## config.mk

```make
export PLATFORM = sky130hd
export DESIGN_NAME = dual_fetch_queue
export DESIGN_NICKNAME = d
export VERILOG_FILES = /design/src/rtl/dual_fetch_queue.sv
export SDC_FILE = /design/constraint.sdc
export NUM_CORES = 1
export LEC_CHECK = 0
export ABC_CLOCK_PERIOD_IN_PS = 3800
export CORE_ASPECT_RATIO = 1.25
export CORE_MARGIN = 1.5
export CORE_UTILIZATION = 48
export CTS_CLUSTER_SIZE = 8
export DETAILED_ROUTE_END_ITERATION = 7
export MAX_ROUTING_LAYER = met4
export PLACE_DENSITY = 0.78
export SYNTH_ARGS = -nofsm -noshare
export SYNTH_HDL_FRONTEND = slang
export SYNTH_SLANG_ARGS = --single-unit
export TNS_END_PERCENT = 50
```

## constraint.sdc

```tcl
create_clock -name clk -period 3.8 [get_ports clk]
set_input_delay 0.57 -clock clk [delete_from_list [all_inputs] [get_ports clk]]
set_output_delay 0.57 -clock clk [all_outputs]
set_load 0.01 [all_outputs]
```

## src/rtl/dual_fetch_queue.sv

```systemverilog
// Dual-issue instruction fetch front end: owns the fetch PC, requests
// instruction pairs from a 1-cycle-latency memory, buffers them with their
// PCs in a circular queue and presents up to two in-order entries to decode.
module dual_fetch_queue #(
  parameter int PC_W     = 6,
  parameter int INSTR_W  = 32,
  parameter int DEPTH    = 4,
  parameter int RESET_PC = 0
) (
  input  logic               clk,
  input  logic               reset,
  input  logic               fetch_en,
  input  logic               redirect,
  input  logic [PC_W-1:0]    redirect_pc,
  output logic               im_req,
  output logic [PC_W-1:0]    im_addr,
  input  logic [INSTR_W-1:0] im_rdata0,
  input  logic [INSTR_W-1:0] im_rdata1,
  output logic               out0_valid,
  output logic [INSTR_W-1:0] out0_instr,
  output logic [PC_W-1:0]    out0_pc,
  output logic               out1_valid,
  output logic [INSTR_W-1:0] out1_instr,
  output logic [PC_W-1:0]    out1_pc,
  input  logic [1:0]         deq_count,
  output logic [$clog2(DEPTH):0] occupancy
);

  localparam int AW = $clog2(DEPTH);
  localparam logic [PC_W-1:0] RST_PC  = PC_W'(RESET_PC);
  localparam logic [AW+1:0]   DEPTH_W = (AW+2)'(DEPTH);

  // Control state
  logic [PC_W-1:0] fetch_pc_q, fetch_pc_d;
  logic [PC_W-1:0] pend_addr_q, pend_addr_d;
  logic            pending_q, pending_d;
  logic [AW:0]     count_q, count_d;
  logic [AW-1:0]   head_q, head_d, tail_q, tail_d;

  // Queue storage (contents are don't-care after reset)
  logic [INSTR_W-1:0] instr_q [DEPTH];
  logic [PC_W-1:0]    pc_q    [DEPTH];

  logic [AW+1:0] used;
  logic          space_ok;
  logic [AW:0]   deq_ext, deq_eff;
  logic          push;
  logic [AW-1:0] head_p1, tail_p1;
  logic [PC_W-1:0] pend_addr_p1;

  assign head_p1      = head_q + AW'(1);
  assign tail_p1      = tail_q + AW'(1);
  assign pend_addr_p1 = pend_addr_q + PC_W'(1);

  // Slots already claimed: queued entries plus the pair still in flight.
  // The space check deliberately ignores this cycle's dequeue.
  assign used     = {1'b0, count_q} + (AW+2)'({pending_q, 1'b0});
  assign space_ok = (used + (AW+2)'(2)) <= DEPTH_W;

  assign im_req  = fetch_en & ~redirect & ~reset & space_ok;
  assign im_addr = fetch_pc_q;

  // Outputs come straight from queue registers; nothing bypasses from memory.
  assign out0_valid = (count_q >= (AW+1)'(1));
  assign out1_valid = (count_q >= (AW+1)'(2));
  assign out0_instr = instr_q[head_q];
  assign out0_pc    = pc_q[head_q];
  assign out1_instr = instr_q[head_p1];
  assign out1_pc    = pc_q[head_p1];
  assign occupancy  = count_q;

  // Next-state: clamp dequeue to what is present, push the returning pair,
  // and let a redirect override everything.
  always_comb begin
    deq_ext     = (AW+1)'(deq_count);
    deq_eff     = (deq_ext > count_q) ? count_q : deq_ext;
    push        = pending_q & ~redirect;
    count_d     = count_q + (AW+1)'({push, 1'b0}) - deq_eff;
    head_d      = head_q + deq_eff[AW-1:0];
    tail_d      = tail_q + AW'({push, 1'b0});
    fetch_pc_d  = im_req ? fetch_pc_q + PC_W'(2) : fetch_pc_q;
    pending_d   = im_req;
    pend_addr_d = im_req ? fetch_pc_q : pend_addr_q;
    if (redirect) begin
      count_d    = '0;
      head_d     = '0;
      tail_d     = '0;
      fetch_pc_d = redirect_pc;
    end
  end

  // Control registers with asynchronous reset.
  always_ff @(posedge clk or posedge reset) begin
    if (reset) begin
      fetch_pc_q  <= RST_PC;
      pend_addr_q <= RST_PC;
      pending_q   <= 1'b0;
      count_q     <= '0;
      head_q      <= '0;
      tail_q      <= '0;
    end else begin
      fetch_pc_q  <= fetch_pc_d;
      pend_addr_q <= pend_addr_d;
      pending_q   <= pending_d;
      count_q     <= count_d;
      head_q      <= head_d;
      tail_q      <= tail_d;
    end
  end

  // Write the returning pair at tail and tail+1.
  always_ff @(posedge clk) begin
    if (push) begin
      instr_q[tail_q]  <= im_rdata0;
      pc_q[tail_q]     <= pend_addr_q;
      instr_q[tail_p1] <= im_rdata1;
      pc_q[tail_p1]    <= pend_addr_p1;
    end
  end

  // Sanity checks: the request throttle must prevent overflow; an oversized
  // dequeue is tolerated (clamped) but flagged.
  always_ff @(posedge clk) begin
    if (!reset) begin
      assert (!push || ({1'b0, count_q} + (AW+2)'(2) <= DEPTH_W))
        else $error("dual_fetch_queue: queue overflow");
      assert (redirect || deq_ext <= count_q)
        else $warning("dual_fetch_queue: deq_count larger than occupancy, clamped");
    end
  end

endmodule

```

==> results.json, run 1 <==
{
  "timing.final.crit_share_pct": 86.2,
  "yosysUniqueCellTypes": 37,
  "peakVddDrop_mv": 0.479,
  "placed_cell_area_mm2": 0.0103,
  "die_area_mm2": 0.0190,
  "cp_data_arrival_time_ns": 2.70,
  "yosysSeqAreaShare_pct": 57.9,
  "use_met2_pct": 30.8,
  "cts_hold_buf": 0,
  "rsz0062_at_grt": "no",
  "track_usage_pct": 18.5,
  "grt_pass1_vias": 5005,
  "worst_slack_ns": 0.526,
  "floorplan.rows": 54,
  "pre_cts_ws_ns": 0.822,
  "cts_resized": 0,
  "viasPerCell": 5.62,
  "clk-insertion-delay-late_ns": 0.42,
  "fin_nets": 695,
  "vias": 4749,
  "hold_ws_ns": 0.533,
  "fp.dieW_um": 123,
  "busiest_layer": "met2",
  "first_pass_iters": 4,
  "syn_nets": 608,
  "cp_cell_sequence": "buf_4 > mux4_2 > clkdlybuf4s50_1",
  "core_mm2": 0.0176,
  "die_h_um": 154,
  "hold_viol_final": 0,
  "maxSlewHeadroom_pct": 34.5,
  "cp_max_fo": 64,
  "hold_class": "register to register",
  "rrSetupSlack_ns": 1.53,
  "synth_seq_cells": 171,
  "drc": 0,
  "p_per_area_mw_per_mm2": 631,
  "cts_max_path_buffers": 2,
  "endpoint_kind": "primary output",
  "final_max_slew_viol_count": 0,
  "synthCells": 519,
  "ant_nets": 0,
  "yosys-top-cells-area": "edfxtp_1, mux4_2, mux2_2",
  "pin_count": 164,
  "cts_tree": "built",
  "wirelength_um": 16100,
  "synth_top_area_cell": "edfxtp_1",
  "design_area_mm2": 0.0109,
  "grt_pass1_wl_um": 25600,
  "layout_min_cycle_time_ns": 3.27,
  "cp_slowest_cell": "dfrtp_4",
  "met3_usage_pct": 6.49,
  "fmax_ghz": 0.305,
  "clkTransAtPathRegs_ns": 0.06,
  "place_hpwl_um": 11500,
  "area_growth_pct": 25.0,
  "synthArstFlopShare_pct": 11.1,
  "fillers": 1259,
  "crit_type": "register to primary output",
  "grt-ovfl-total": 0,
  "avgSynthCellArea_um2": 16.8,
  "finClkSkew_ns": 0.00678,
  "cap_violations": 0,
  "synth_edf_count": 152,
  "startpoint_type": "register",
  "drtIter0Drc": 329,
  "gp_congestion": 0.776,
  "drive_above_1_share_pct": 31.0,
  "initial_core_util_pct": 49.4,
  "grt_max_degree": 65,
  "cp.required_ns": 3.23,
  "setup_viol_count_final": 0,
  "status": "complete, no violations",
  "synthFlopType": "edfxtp_1",
  "portBuffers": 163,
  "fin_util_pct": 61.7,
  "netlist_area_mm2": 0.00870,
  "met1_usage_pct": 20.9,
  "synth_top_area_share_pct": 52.4,
  "wire_per_inst_um": 19.0,
  "ys_warn_count": 0,
  "post_cts_buffers": 0,
  "antenna_found_initial": 1,
  "cp_slowest_stage_delay_ns": 1.06,
  "root_buffer": "clkbuf_16",
  "cts_sinks": 171,
  "power.leakage_uw": 0.00360,
  "cts-htree-levels": 4,
  "cts_buffers": 17,
  "worstMarginPinSlew_ns": 0.982
}
-- where the power goes --
group / switching (µW) / internal (µW) / total [µW]
registers: 318 / 2210 / 2530
logic: 995 / 1710 / 2700
clock network: 656 / 979 / 1630
total: 1970 / 4900 / 6870
-- metal layers --
metal,part of all wire (%),up-vias
met3,8.2,15
met5,0,-
met2,53,140
met4,1.1,0
li1,-,2144
met1,38,2450
-- critical path, delay by kind of cell, from the launching register on --
kind / cells / cell delay (ns)
buffers and inverters: 2 / 0.86
flip-flops: 1 / 1.06
multiplexers: 1 / 0.33
-- flip-flops by register name (all words and copies together), names as in the netlist --
signal       cells
instr_q        128
pc_q            24
im_addr          6
pend_addr_q      6
occupancy        3
head_q           2
pending_q        1
tail_q           1
-- layout by cell type, fill, tap and decap left out, types with 7 or more instances in the layout --
cell type | synthesis | final
ha_1 | 13 | 11
clkdlybuf4s50_1 | 0 | 163
mux4_2 | 76 | 76
inv_1 | 10 | 10
dfrtp_1 | 19 | 17
xnor2_1 | 10 | 10
clkbuf_16 | 0 | 17
edfxtp_1 | 152 | 152
buf_4 | 3 | 8
mux2_1 | 7 | 7
nor2_1 | 10 | 10
nand2_1 | 11 | 11
xor2_1 | 7 | 7
mux2_2 | 67 | 67
-- metrics by stage --
stage | setup TNS, ns | total power, µW | instances
2_1_floorplan | -29.19 | 4150 | 519
3_3_place_gp | 0 | 5240 | 811
3_5_place_dp | 0 | 5320 | 811
4_1_cts | 0 | 6960 | 843
5_1_grt | 0 | 7230 | 844
6_report | 0 | 6870 | 845
-- synth_stat cells (2+ instances only) --
| master | n |
|---|---|
| xnor2_1 | 10 |
| o21ai_1 | 3 |
| nand2_1 | 11 |
| buf_2 | 19 |
| nor2b_1 | 3 |
| inv_1 | 10 |
| ha_1 | 13 |
| buf_6 | 4 |
| buf_4 | 3 |
| nor2_1 | 10 |
| mux4_2 | 76 |
| clkbuf_1 | 80 |
| mux2_2 | 67 |
| nand4_1 | 4 |
| mux2i_1 | 2 |
| mux2_1 | 7 |
| dfrtp_1 | 19 |
| xor2_1 | 7 |
| edfxtp_1 | 152 |
| a21oi_1 | 2 |
-- layout make-up --
cell class	instances	area [µm²]	area share (%)
Sequential cell	171	5050	46.4
Multi-Input combinational cell	231	3180	29.2
Timing Repair Buffer	175	1770	16.3
Clock buffer	23	458	4.21
Tap cell	224	280	2.58
Clock inverter	9	100	0.920
Inverter	10	37.5	0.345
Antenna cell	2	5.00	0.0460
-- path summary, 6_finish.rpt --
| kind | from | to | cells past startpoint |
|---|---|---|---|
| worst max register to register | occupancy[1] | occupancy[2] | 10 |
| worst min register to register | im_addr[0] | pend_addr_q[0] | 1 |
| worst max-delay path | head_q[1] | out0_instr[24] | 3 |
| max in group asynchronous | reset | head_q[1] | 2 |
| worst min-delay path | im_addr[0] | pend_addr_q[0] | 1 |
| min in group asynchronous | reset | im_addr[1] | 2 |
-- logic make-up (layout without fill, tap and decap cells) --
| group | after synthesis | in the layout | synth area share [%] |
|---|---|---|---|
| flip-flops | 171 | 171 | 57.9 |
| XOR/XNOR | 17 | 17 | 1.71 |
| other | 0 | 2 | 0 |
| AO/OA/AOI/OAI | 12 | 12 | 1.09 |
| buffers and inverters | 117 | 217 | 5.81 |
| multiplexers | 152 | 152 | 29.5 |
| adder cells (fa/ha/maj) | 13 | 13 | 1.87 |
| AND/OR/NAND/NOR | 37 | 37 | 2.14 |
Note: power is estimated with default switching activity, not from simulation.
==> run 2: changes to the inputs <==
--- a/config.mk
+++ b/config.mk
@@ -7,7 +7,6 @@
 export LEC_CHECK = 0
 export ABC_CLOCK_PERIOD_IN_PS = 3800
 export CORE_ASPECT_RATIO = 1.25
-export CORE_MARGIN = 1.5
 export CORE_UTILIZATION = 48
 export CTS_CLUSTER_SIZE = 8
 export DETAILED_ROUTE_END_ITERATION = 7
==> run 2 against run 1 <==
Against the previous run:
- power rose by 0.78%
- clock power grew 3%
- cell count down 0.24%
- flip-flop and latch count unchanged
- highest routed layer unchanged
==> results.json, run 2 (synthesis results as in run 1) <==
{
  "crit_end": "im_req",
  "pin_count": 164,
  "timing.final.crit_share_pct": 85.8,
  "finClkSkew_ns": 0.00887,
  "cts_tree": "built",
  "maxSlewHeadroom_pct": 50.1,
  "die_h_um": 153,
  "timing.setup.tns_ns": 0,
  "startpoint_type": "register",
  "grt-ovfl-total": 0,
  "crit_type": "register to primary output",
  "die_area_mm2": 0.0187,
  "r2r-end": "head_q[1]",
  "cts_resized": 0,
  "r2r_cells": 8,
  "power.leakage_uw": 0.00362,
  "cap_violations": 0,
  "clk-insertion-delay-late_ns": 0.42,
  "portBuffers": 163,
  "cts-htree-levels": 4,
  "worst_slack_ns": 0.540,
  "viasPerCell": 5.65,
  "grt_max_degree": 48,
  "highest_layer": "met4",
  "post_cts_buffers": 0,
  "r2r_start": "occupancy[1]",
  "peakVddDrop_mv": 0.393,
  "place_hpwl_um": 11600,
  "drc": 0,
  "final_max_slew_viol_count": 0,
  "hold_viol_final": 0,
  "p_per_area_mw_per_mm2": 634,
  "hold_class": "register to register",
  "track_usage_pct": 19.0,
  "cp.required_ns": 3.23,
  "drive_above_1_share_pct": 31.7,
  "initial_core_util_pct": 49.4,
  "critPathLaunch": "occupancy[1]",
  "grt_pass1_vias": 5011,
  "drtIter0Drc": 339,
  "fmax_ghz": 0.307,
  "cp_data_arrival_time_ns": 2.69,
  "cts_hold_buf": 0,
  "wl_met1_um": 6570,
  "wirelength_um": 16500,
  "cp_max_fo": 8,
  "met2_length_um": 8700,
  "layout_min_cycle_time_ns": 3.26,
  "endpoint_kind": "primary output",
  "clkTransAtPathRegs_ns": 0.06,
  "pre_cts_ws_ns": 0.835,
  "root_buffer": "clkbuf_16",
  "ant_nets": 0,
  "grt_pass1_wl_um": 25900,
  "rrSetupSlack_ns": 1.52,
  "gp_congestion": 0.741,
  "total_power_uw": 6920,
  "rsz0062_at_grt": "no",
  "area_growth_pct": 25.5,
  "regMostFlops": "instr_q",
  "top_regs": "instr_q: 128 flops, pc_q: 24 flops",
  "floorplan.rows": 54,
  "dr_wl_met3_um": 1170,
  "setup_viol_count_final": 0,
  "layout_commonest_cell": "clkdlybuf4s50_1",
  "fp.dieW_um": 122,
  "core_mm2": 0.0176,
  "antenna_found_initial": 0,
  "fin_nets": 695,
  "layout_common_cells": "clkdlybuf4s50_1, edfxtp_1, mux4_2, mux2_2",
  "cts_max_path_buffers": 2,
  "cts_sinks": 171,
  "wire_per_inst_um": 19.6,
  "status": "complete, no violations",
  "antenna_cells": 0,
  "cts_buffers": 17,
  "worstMarginPinSlew_ns": 0.747,
  "largest_reg_flops": 128,
  "vias": 4766,
  "first_pass_iters": 4
}
==> run 2: changes by cell type in the layout (fill, tap and decap cells not counted) <==
cell / previous run / this run
clkbuf_8: 1 / 0
buf_4: 8 / 6
clkinvlp_4: 2 / 1
clkbuf_1: 5 / 1
buf_12: 4 / 6
clkinv_4: 0 / 2
diode_2: 2 / 0
inv_6: 0 / 4
==> run 2: final cells by class <==
type | count | area [µm²]
fillers | 1257 | 6720
clock buffers | 18 | 429
inverters | 10 | 37.5
repair buffers | 175 | 1800
flip-flops and latches | 171 | 5050
well taps | 224 | 280
clock inverters | 14 | 145
multi-input cells | 231 | 3180
==> run 2: per-stage QoR <==
stage | util [%] | std cells | hold slack, ns | instance area [µm²]
finish | 61.9 | 843 | 0.541 | 10900
global route | 61.9 | 843 | 0.558 | 10900
CTS | 61.9 | 843 | 0.552 | 10900
detailed placement | 58.7 | 811 | 0.533 | 10300
global placement | 58.7 | 811 | 0.503 | 10300
floorplan | - | 519 | 0.521 | 8700
==> run 2: how the worst min path moves through the flow <==
| stage | start | to | slack (ns) | cells after the start |
|---|---|---|---|---|
| global placement | im_addr[0] | pend_addr_q[0] | 0.50 | 1 |
| global route | im_addr[0] | pend_addr_q[0] | 0.56 | 1 |
| finish | im_addr[0] | pend_addr_q[0] | 0.54 | 1 |
| floorplan | reset | head_q[0] | 0.52 | 1 |
| CTS | im_addr[0] | pend_addr_q[0] | 0.55 | 1 |
| detailed placement | im_addr[0] | pend_addr_q[0] | 0.53 | 1 |
==> run 2: report_power, final <==
group	switching, µW	internal, µW	total (µW)	leakage (µW)
sequential	303	2210	2520	0.00161
combinational	1030	1700	2730	0.00173
clock	711	972	1680	0.000285
==> run 2: critical path, cell delays in order, from the launching register on <==
cell             delay [ns]
dfrtp_1                0.44
inv_1                  0.13
ha_1                   0.15
inv_1                  0.04
ha_1                   0.29
and3b_1                0.28
o21ai_4                0.10
nor2_4                 0.23
clkdlybuf4s50_1        0.60
==> run 2: per-layer routing <==
metal  up-vias  global-route usage, %
li1       2138                      -
met1      2462                   22.3
met2       157                   31.8
met3         9                   5.28
met4         0                   4.88
met5         -                      -
